File: src/rtl/ctrl_pkg.sv
// Shared opcode/function constants, final-step classes and sequencer state
// for the multicycle RISC controller.
package ctrl_pkg;

  typedef enum logic {RUN, HALT} ctrl_state_t;

  // Opcode field InsM = Ins[15:11]
  localparam logic [4:0] OP_ALU   = 5'b00000;  // ADD/ADC/SUB/SBB
  localparam logic [4:0] OP_LHI   = 5'b00001;
  localparam logic [4:0] OP_LLI   = 5'b00010;
  localparam logic [4:0] OP_LDRRI = 5'b00011;
  localparam logic [4:0] OP_LDRRR = 5'b00100;
  localparam logic [4:0] OP_STRRI = 5'b00101;
  localparam logic [4:0] OP_STRRR = 5'b00110;  // STRrr/CMP
  localparam logic [4:0] OP_ADDI  = 5'b00111;
  localparam logic [4:0] OP_SUBI  = 5'b01000;
  localparam logic [4:0] OP_MOV   = 5'b01011;
  localparam logic [4:0] OP_JMP   = 5'b10000;
  localparam logic [4:0] OP_JALRL = 5'b10001;
  localparam logic [4:0] OP_JALRR = 5'b10010;
  localparam logic [4:0] OP_JR    = 5'b10011;
  localparam logic [4:0] OP_BCC   = 5'b11000;  // BCC/BCS/BEQ/BNE
  localparam logic [4:0] OP_BAL   = 5'b11001;
  localparam logic [4:0] OP_SYS   = 5'b11100;  // OutR/HLT

  // Function field InsL = Ins[1:0]
  localparam logic [1:0] FN_STRRR = 2'b00;
  localparam logic [1:0] FN_CMP   = 2'b01;
  localparam logic [1:0] FN_OUTR  = 2'b00;
  localparam logic [1:0] FN_HLT   = 2'b01;

  localparam logic [2:0] STEP_BR  = 3'd2;
  localparam logic [2:0] STEP_ALU = 3'd3;
  localparam logic [2:0] STEP_LDR = 3'd4;

endpackage

File: src/rtl/ctrl_sequencer_if.sv
// Connection bundle between the controller environment (master) and the
// step sequencer (slave).
interface ctrl_sequencer_if #(parameter int CNT_W = 3);
  import ctrl_pkg::*;

  // No valid/ready pair here: Stall=1 freezes the sequence for that cycle,
  // Run is a one-cycle pulse that only matters while Halted=1.
  logic [15:0]      Ins;
  logic             Stall;
  logic             Run;
  logic [CNT_W-1:0] Cnt;
  logic [4:0]       InsM;
  logic [1:0]       InsL;
  logic             LastStep;
  logic             Halted;
  logic             Illegal;
  ctrl_state_t      dbg_state;
  logic [15:0]      dbg_ir;

  modport master (
    output Ins, Stall, Run,
    input  Cnt, InsM, InsL, LastStep, Halted, Illegal, dbg_state, dbg_ir
  );

  modport slave (
    input  Ins, Stall, Run,
    output Cnt, InsM, InsL, LastStep, Halted, Illegal, dbg_state, dbg_ir
  );

endinterface

File: src/rtl/ctrl_len_decode.sv
// Opcode table: maps InsM/InsL to the instruction's final step and flags
// HLT and undefined encodings.
module ctrl_len_decode
  import ctrl_pkg::*;
(
  input  logic [4:0] ins_m,
  input  logic [1:0] ins_l,
  output logic [2:0] final_step,
  output logic       is_hlt,
  output logic       is_illegal
);

  always_comb begin
    final_step = STEP_BR;
    is_hlt     = 1'b0;
    is_illegal = 1'b0;
    case (ins_m)
      OP_BCC, OP_BAL, OP_JMP, OP_JR: final_step = STEP_BR;
      OP_SYS: begin
        is_hlt     = (ins_l == FN_HLT);
        is_illegal = !((ins_l == FN_OUTR) || (ins_l == FN_HLT));
      end
      OP_ALU, OP_LHI, OP_LLI, OP_STRRI, OP_ADDI, OP_SUBI, OP_MOV,
      OP_JALRL, OP_JALRR: final_step = STEP_ALU;
      OP_STRRR: begin
        if ((ins_l == FN_STRRR) || (ins_l == FN_CMP)) final_step = STEP_ALU;
        else                                           is_illegal = 1'b1;
      end
      OP_LDRRI, OP_LDRRR: final_step = STEP_LDR;
      // Undefined codes run as 2-step NOPs
      default: is_illegal = 1'b1;
    endcase
  end

endmodule

File: src/rtl/ctrl_sequencer.sv
// Step sequencer and instruction register: steps Cnt per instruction class,
// latches IR in step 1, handles HLT/Run and freezes on memory stall.
module ctrl_sequencer
  import ctrl_pkg::*;
#(
  parameter int          CNT_W  = 3,
  parameter logic [15:0] IR_RST = 16'h0000
) (
  input  logic            clk,
  input  logic            Rst,
  ctrl_sequencer_if.slave bus
);

  ctrl_state_t      state_q;
  logic [CNT_W-1:0] cnt_q;
  logic [CNT_W-1:0] cnt_inc;
  logic [15:0]      ir_q;
  logic             halted_q;
  logic             illegal_q;

  logic [4:0] ins_m;
  logic [1:0] ins_l;
  logic [2:0] final_step;
  logic       is_hlt;
  logic       is_illegal;
  logic       in_run;
  logic       load_step;
  logic       last_step;
  logic       illegal_next;

  // Step 1 decodes straight from the bus so decoders see the new opcode
  // in the same cycle it is being latched.
  assign load_step = (cnt_q == CNT_W'(1));
  assign ins_m     = load_step ? bus.Ins[15:11] : ir_q[15:11];
  assign ins_l     = load_step ? bus.Ins[1:0]   : ir_q[1:0];

  ctrl_len_decode u_len_decode (
    .ins_m      (ins_m),
    .ins_l      (ins_l),
    .final_step (final_step),
    .is_hlt     (is_hlt),
    .is_illegal (is_illegal)
  );

  assign in_run    = (state_q == RUN);
  assign cnt_inc   = cnt_q + 1'b1;
  assign last_step = in_run && (cnt_q == CNT_W'(final_step));

  // Registered pulse: set only on the unstalled edge that enters the final
  // step, so a stall held on that step cannot re-trigger it.
  assign illegal_next = in_run && !bus.Stall && !last_step && is_illegal &&
                        (cnt_inc == CNT_W'(final_step));

  always_ff @(posedge clk) begin
    if (Rst) begin
      state_q   <= RUN;
      cnt_q     <= '0;
      ir_q      <= IR_RST;
      halted_q  <= 1'b0;
      illegal_q <= 1'b0;
    end else begin
      illegal_q <= illegal_next;
      case (state_q)
        RUN: begin
          if (!bus.Stall) begin
            if (load_step) ir_q <= bus.Ins;
            if (last_step) begin
              cnt_q <= '0;
              if (is_hlt) begin
                state_q  <= HALT;
                halted_q <= 1'b1;
              end
            end else begin
              cnt_q <= cnt_inc;
            end
          end
        end
        HALT: begin
          if (bus.Run) begin
            state_q  <= RUN;
            halted_q <= 1'b0;
            cnt_q    <= '0;
          end
        end
        default: state_q <= RUN;
      endcase
    end
  end

  always_ff @(posedge clk) begin
    if (!Rst) assert (cnt_q != '1);
  end

  assign bus.Cnt       = cnt_q;
  assign bus.InsM      = ins_m;
  assign bus.InsL      = ins_l;
  assign bus.LastStep  = last_step;
  assign bus.Halted    = halted_q;
  assign bus.Illegal   = illegal_q;
  assign bus.dbg_state = state_q;
  assign bus.dbg_ir    = ir_q;

endmodule

File: src/flat_wrapper.sv
// flat-port wrapper written by rule: the top's interface ports become plain ports
module ctrl_sequencer_flat import ctrl_pkg::*;
#(
  parameter int          CNT_W  = 3,
  parameter logic [15:0] IR_RST = 16'h0000
)
  (clk, Rst, bus_Ins, bus_Stall, bus_Run, bus_Cnt, bus_InsM, bus_InsL, bus_LastStep, bus_Halted, bus_Illegal, bus_dbg_state, bus_dbg_ir);
  ctrl_sequencer_if #(.CNT_W(CNT_W)) bus_i ();
  input  logic clk;
  input  logic Rst;
  input wire logic [$bits(bus_i.Ins)-1:0] bus_Ins;
  input wire logic [$bits(bus_i.Stall)-1:0] bus_Stall;
  input wire logic [$bits(bus_i.Run)-1:0] bus_Run;
  output wire logic [$bits(bus_i.Cnt)-1:0] bus_Cnt;
  output wire logic [$bits(bus_i.InsM)-1:0] bus_InsM;
  output wire logic [$bits(bus_i.InsL)-1:0] bus_InsL;
  output wire logic [$bits(bus_i.LastStep)-1:0] bus_LastStep;
  output wire logic [$bits(bus_i.Halted)-1:0] bus_Halted;
  output wire logic [$bits(bus_i.Illegal)-1:0] bus_Illegal;
  output wire logic [$bits(bus_i.dbg_state)-1:0] bus_dbg_state;
  output wire logic [$bits(bus_i.dbg_ir)-1:0] bus_dbg_ir;
  assign bus_i.Ins = bus_Ins;
  assign bus_i.Stall = bus_Stall;
  assign bus_i.Run = bus_Run;
  assign bus_Cnt = bus_i.Cnt;
  assign bus_InsM = bus_i.InsM;
  assign bus_InsL = bus_i.InsL;
  assign bus_LastStep = bus_i.LastStep;
  assign bus_Halted = bus_i.Halted;
  assign bus_Illegal = bus_i.Illegal;
  assign bus_dbg_state = bus_i.dbg_state;
  assign bus_dbg_ir = bus_i.dbg_ir;
  ctrl_sequencer #(.CNT_W(CNT_W), .IR_RST(IR_RST)) u_core (.clk(clk), .Rst(Rst), .bus(bus_i));
endmodule
File: config.mk
export PLATFORM = sky130hd
export DESIGN_NAME = ctrl_sequencer_flat
export DESIGN_NICKNAME = d
export VERILOG_FILES = /design/src/rtl/ctrl_pkg.sv /design/src/rtl/ctrl_sequencer_if.sv /design/src/rtl/ctrl_len_decode.sv /design/src/rtl/ctrl_sequencer.sv /design/src/flat_wrapper.sv
export SDC_FILE = /design/constraint.sdc
export NUM_CORES = 1
export LEC_CHECK = 0
export BUFFER_PORTS_ARGS = -buffer_cell sky130_fd_sc_hd__buf_2
export CORE_ASPECT_RATIO = 1.2
export CORE_MARGIN = 4
export CORE_UTILIZATION = 52
export CTS_CLUSTER_DIAMETER = 60
export DETAILED_ROUTE_END_ITERATION = 10
export MAX_ROUTING_LAYER = met4
export PLACE_DENSITY = 0.82
export SKIP_CTS_REPAIR_TIMING = 1
export SYNTH_ARGS = -nofsm -noshare
export SYNTH_HDL_FRONTEND = slang
export SYNTH_SLANG_ARGS = --single-unit
File: constraint.sdc
create_clock -name clk -period 8.16 [get_ports clk]
set_clock_uncertainty 0.05 [all_clocks]
set_input_delay 1.632 -clock clk [delete_from_list [all_inputs] [get_ports clk]]
set_output_delay 1.632 -clock clk [all_outputs]
set_load 0.02 [all_outputs]
==> run summary <==
### Run status
- **outcome** complete, no violations

### Synthesis
- **gate count of the mapped netlist** 173
- **count of cell types in the netlist** 41
- **yosys warns** 0
- **area fraction of the dominant cell type after synthesis** 33.65%
- **count of flip-flops with a built-in enable after synthesis** 0
- **share of synthesized registers carrying an async set or reset** 0%
- **cells taking the most area after synthesis** dfxtp_1 (34%), nand2_1 (13%), a21oi_1 (8.0%)
- **count of state elements after synthesis** 22
- **library cell with the largest summed area after synthesis** dfxtp_1
- **dominant synthesized flop cell** dfxtp_1
- **syn nets** 195
- **average size of a mapped cell** 7.565 um^2
- **Seq/Total Area, Yosys** 33.65%
- **synthesized area** 0.001309 mm^2

### Global routing
- **maximum number of pins on one net before global-route repair** 21
- **antenna violations before repair** 0
- **vias in the first global route** 1266
- **overall global routing resource usage** 22.09%
- **first-pass GRT wire length** 5699 um
- **total congestion overflow after global routing** 0

### Placed design
- **PortBufs** 49
- **placement-stage cell area** 0.001559 mm^2
- **DP HPWL** 2601 um
- **gpl congestion** 0.9076

### Critical path
- **cell breakdown of the critical path** buf_2 > or4b_1 > o31ai_1 > mux2i_1 > nor2_2 > mux2i_1 > or2_1 > nor2_1 > buf_2
- **crit path DAT** 3510 ps
- **category of the worst setup path launch point** input port
- **critical path data required time** 6480 ps
- **crit path max fanout** 9
- **count of buffer and inverter cells on the critical path** 2
- **critical path start-end classification** input port to primary output
- **kind of end point of the critical path** primary output
- **Max stage delay cell, worst path** or4b_1
- **delay contributed by the slowest stage of the critical path** 520 ps
- **family with the most delay on the worst path** simple AND/OR/NAND/NOR gates

### Clock network
- **Root Buffer Master** clkbuf_4
- **number of buffers added by the clock tree synthesis step** 3
- **sink count of the clock tree** 22
- **buffer depth of the longest clock path** 2
- **number of levels in the clock H-tree** 1
- **clock tree from TritonCTS** built
- **Clock transition at path regs** 120 ps
- **clock insertion delay at the later pin of the skew report** 300 ps

### Cells and area
- **commonest cells after routing, fill and taps aside** buf_2 (49), nand2_1 (45), dfxtp_1 (22)
- **Final Core Density** 67.78%
- **cell area after layout** 0.001595 mm^2
- **Area Overhead vs Synth** 21.89%
- **most common library cell in the layout ignoring fill and taps** buf_2
- **share of final-layout standard cells stronger than drive strength 1** 28.90%
- **net total in the final layout** 241
- **footprint of the flip-flops and latches** 440.4 um^2
- **count of inserted antenna diode cells** 0
- **area occupied by multi-input gates** 793.3 um^2
- **total of fill cells in the finished design** 209

### Timing
- **Final period util** 63.57%
- **unrepaired setup endpoints after global routing** no
- **slew at the pin closest to its max-slew limit** 517.4 ps
- **worst slew slack as a fraction of its limit** 65.42%
- **count of final hold-check violations** 0
- **Setup TNS** 0 ps
- **Slew Viols, Final** 0
- **final critical delay including setup and external delays** 5188 ps
- **achievable frequency** 0.1928 GHz
- **Setup-failing EPs final** 0

### Routing
- **ratio of routed vias to standard cells** 5.430
- **DRT Wirelength** 3339 um
- **number of DRC markers in iteration 0** 50
- **drt first pass iters** 4
- **residual antenna-violating net count after detailed routing** 0
- **average wire length per cell after detail routing** 13.41 um
- **Residual DRC** 0
- **via count** 1352

### Floorplan
- **Die Span Y** 62.96 um
- **num rows** 19
- **starting density of the core** 55.61%
- **Std-Cell Core Area** 0.002354 mm^2
- **total die area** 0.003387 mm^2
- **overall die width** 53.80 um
- **I/O pin count** 50

### Pwr
- **peak ir drop on the vdd network** 0.0001159 V
- **part of the power in combinational logic** 28.0%
- **switching part of the total power** 32.45%
- **power density normalized to cell area** 152.7 mW/mm^2
- **Int Pwr** 0.0001645 W
- **P_leak** 0.7557 nW
- **Clk pwr share** 24.4%
- **part of the power in registers** 47.6%
- **NetSw** 0.00007905 W

### Hold path
- **worst hold-check path type** register to register

### Job
- **max cap viols** 0

==> tightest hold or removal path, stage by stage (launching register included) <==
cell and delay, ps:
dfxtp_1 330, nand2_1 50, a21oi_1 50
==> cell type report <==
| class | instances | share of cell area, % |
|---|---|---|
| inverters | 7 | 1.647 |
| multi-input cells | 134 | 49.73 |
| repair buffers | 51 | 16.31 |
| clock buffers | 4 | 2.275 |
| flip-flops and latches | 22 | 27.61 |
| well taps | 31 | 2.431 |
==> metrics by stage <==
stage,setup slack (ps),cells,power [W],hold WS [ps]
2_1_floorplan,3155,173,0.0001658,472.1
6_report,2972,249,0.0002436,410.1
4_1_cts,3007,249,0.0002454,412.2
5_1_grt,2856,249,0.0002605,433.8
3_5_place_dp,3019,245,0.0001862,392.4
3_3_place_gp,3066,245,0.0001846,387.9
==> cells by family (layout without fill, tap and decap cells) <==
| kind of cell | after synthesis | count (layout) | share of synthesized area, % |
|---|---|---|---|
| AOI/OAI and AO/OA | 43 | 43 | 21.51 |
| xor gates and xnor gates | 3 | 3 | 2.008 |
| adders and majority gates | 2 | 2 | 1.912 |
| buffers and inverters | 17 | 62 | 5.736 |
| DFF | 22 | 22 | 33.65 |
| muxes | 8 | 8 | 6.596 |
| and+or+nand+nor | 78 | 78 | 28.59 |
==> final timing paths <==
check             slack [ps]                                 to                              start  depth (start not counted)
setup / recovery        2970                       bus_LastStep                        bus_Ins[11]                          9
hold / removal           410  u_core.bus.dbg_ir[6]$_SDFFE_PP0P_  u_core.bus.dbg_ir[6]$_SDFFE_PP0P_                          2
setup reg to reg        5130    u_core.bus.dbg_state$_SDFF_PP0_     u_core.bus.Cnt[0]$_SDFFE_PP0P_                          9
hold reg to reg          410  u_core.bus.dbg_ir[6]$_SDFFE_PP0P_  u_core.bus.dbg_ir[6]$_SDFFE_PP0P_                          2
==> power by group through the flow <==
stage / clock [W] / combinational (W) / sequential, W
after CTS: 0.0000614 / 0.0000680 / 0.000116
after detailed placement: 0 / 0.0000678 / 0.000118
after global routing: 0.0000688 / 0.0000748 / 0.000117
after global placement: 0 / 0.0000665 / 0.000118
final: 0.0000595 / 0.0000681 / 0.000116
after floorplan: 0 / 0.0000435 / 0.000122
==> per-layer routing <==
layer | track usage, % | part of all wire (%) | up-vias
li1 | - | - | 696
met2 | 35.61 | 49 | 39
met5 | - | 0 | -
met3 | 2.864 | 5.2 | 2
met1 | 29.15 | 46 | 615
met4 | 3.834 | 0.42 | 0
==> registers in the layout, indices dropped and copies added, names as in the netlist <==
register	flops
u_core.bus.Halted	1
u_core.bus.dbg_state	1
u_core.bus.Illegal	1
u_core.bus.Cnt	3
u_core.bus.dbg_ir	16
==> synthesized netlist by cell type, types with 2 or more instances <==
cell / n
nand2_1: 45
dfxtp_1: 22
a21oi_1: 21
inv_1: 7
nor3_1: 7
clkbuf_1: 6
mux2i_1: 6
nor2b_1: 5
nor2_1: 4
o21ai_1: 4
a31oi_1: 3
buf_2: 3
nand3_1: 3
o21ai_0: 3
xnor2_1: 3
and3_1: 2
ha_1: 2
nand2b_1: 2
o221ai_1: 2
o31ai_1: 2
(Power assumes the default switching activity.)
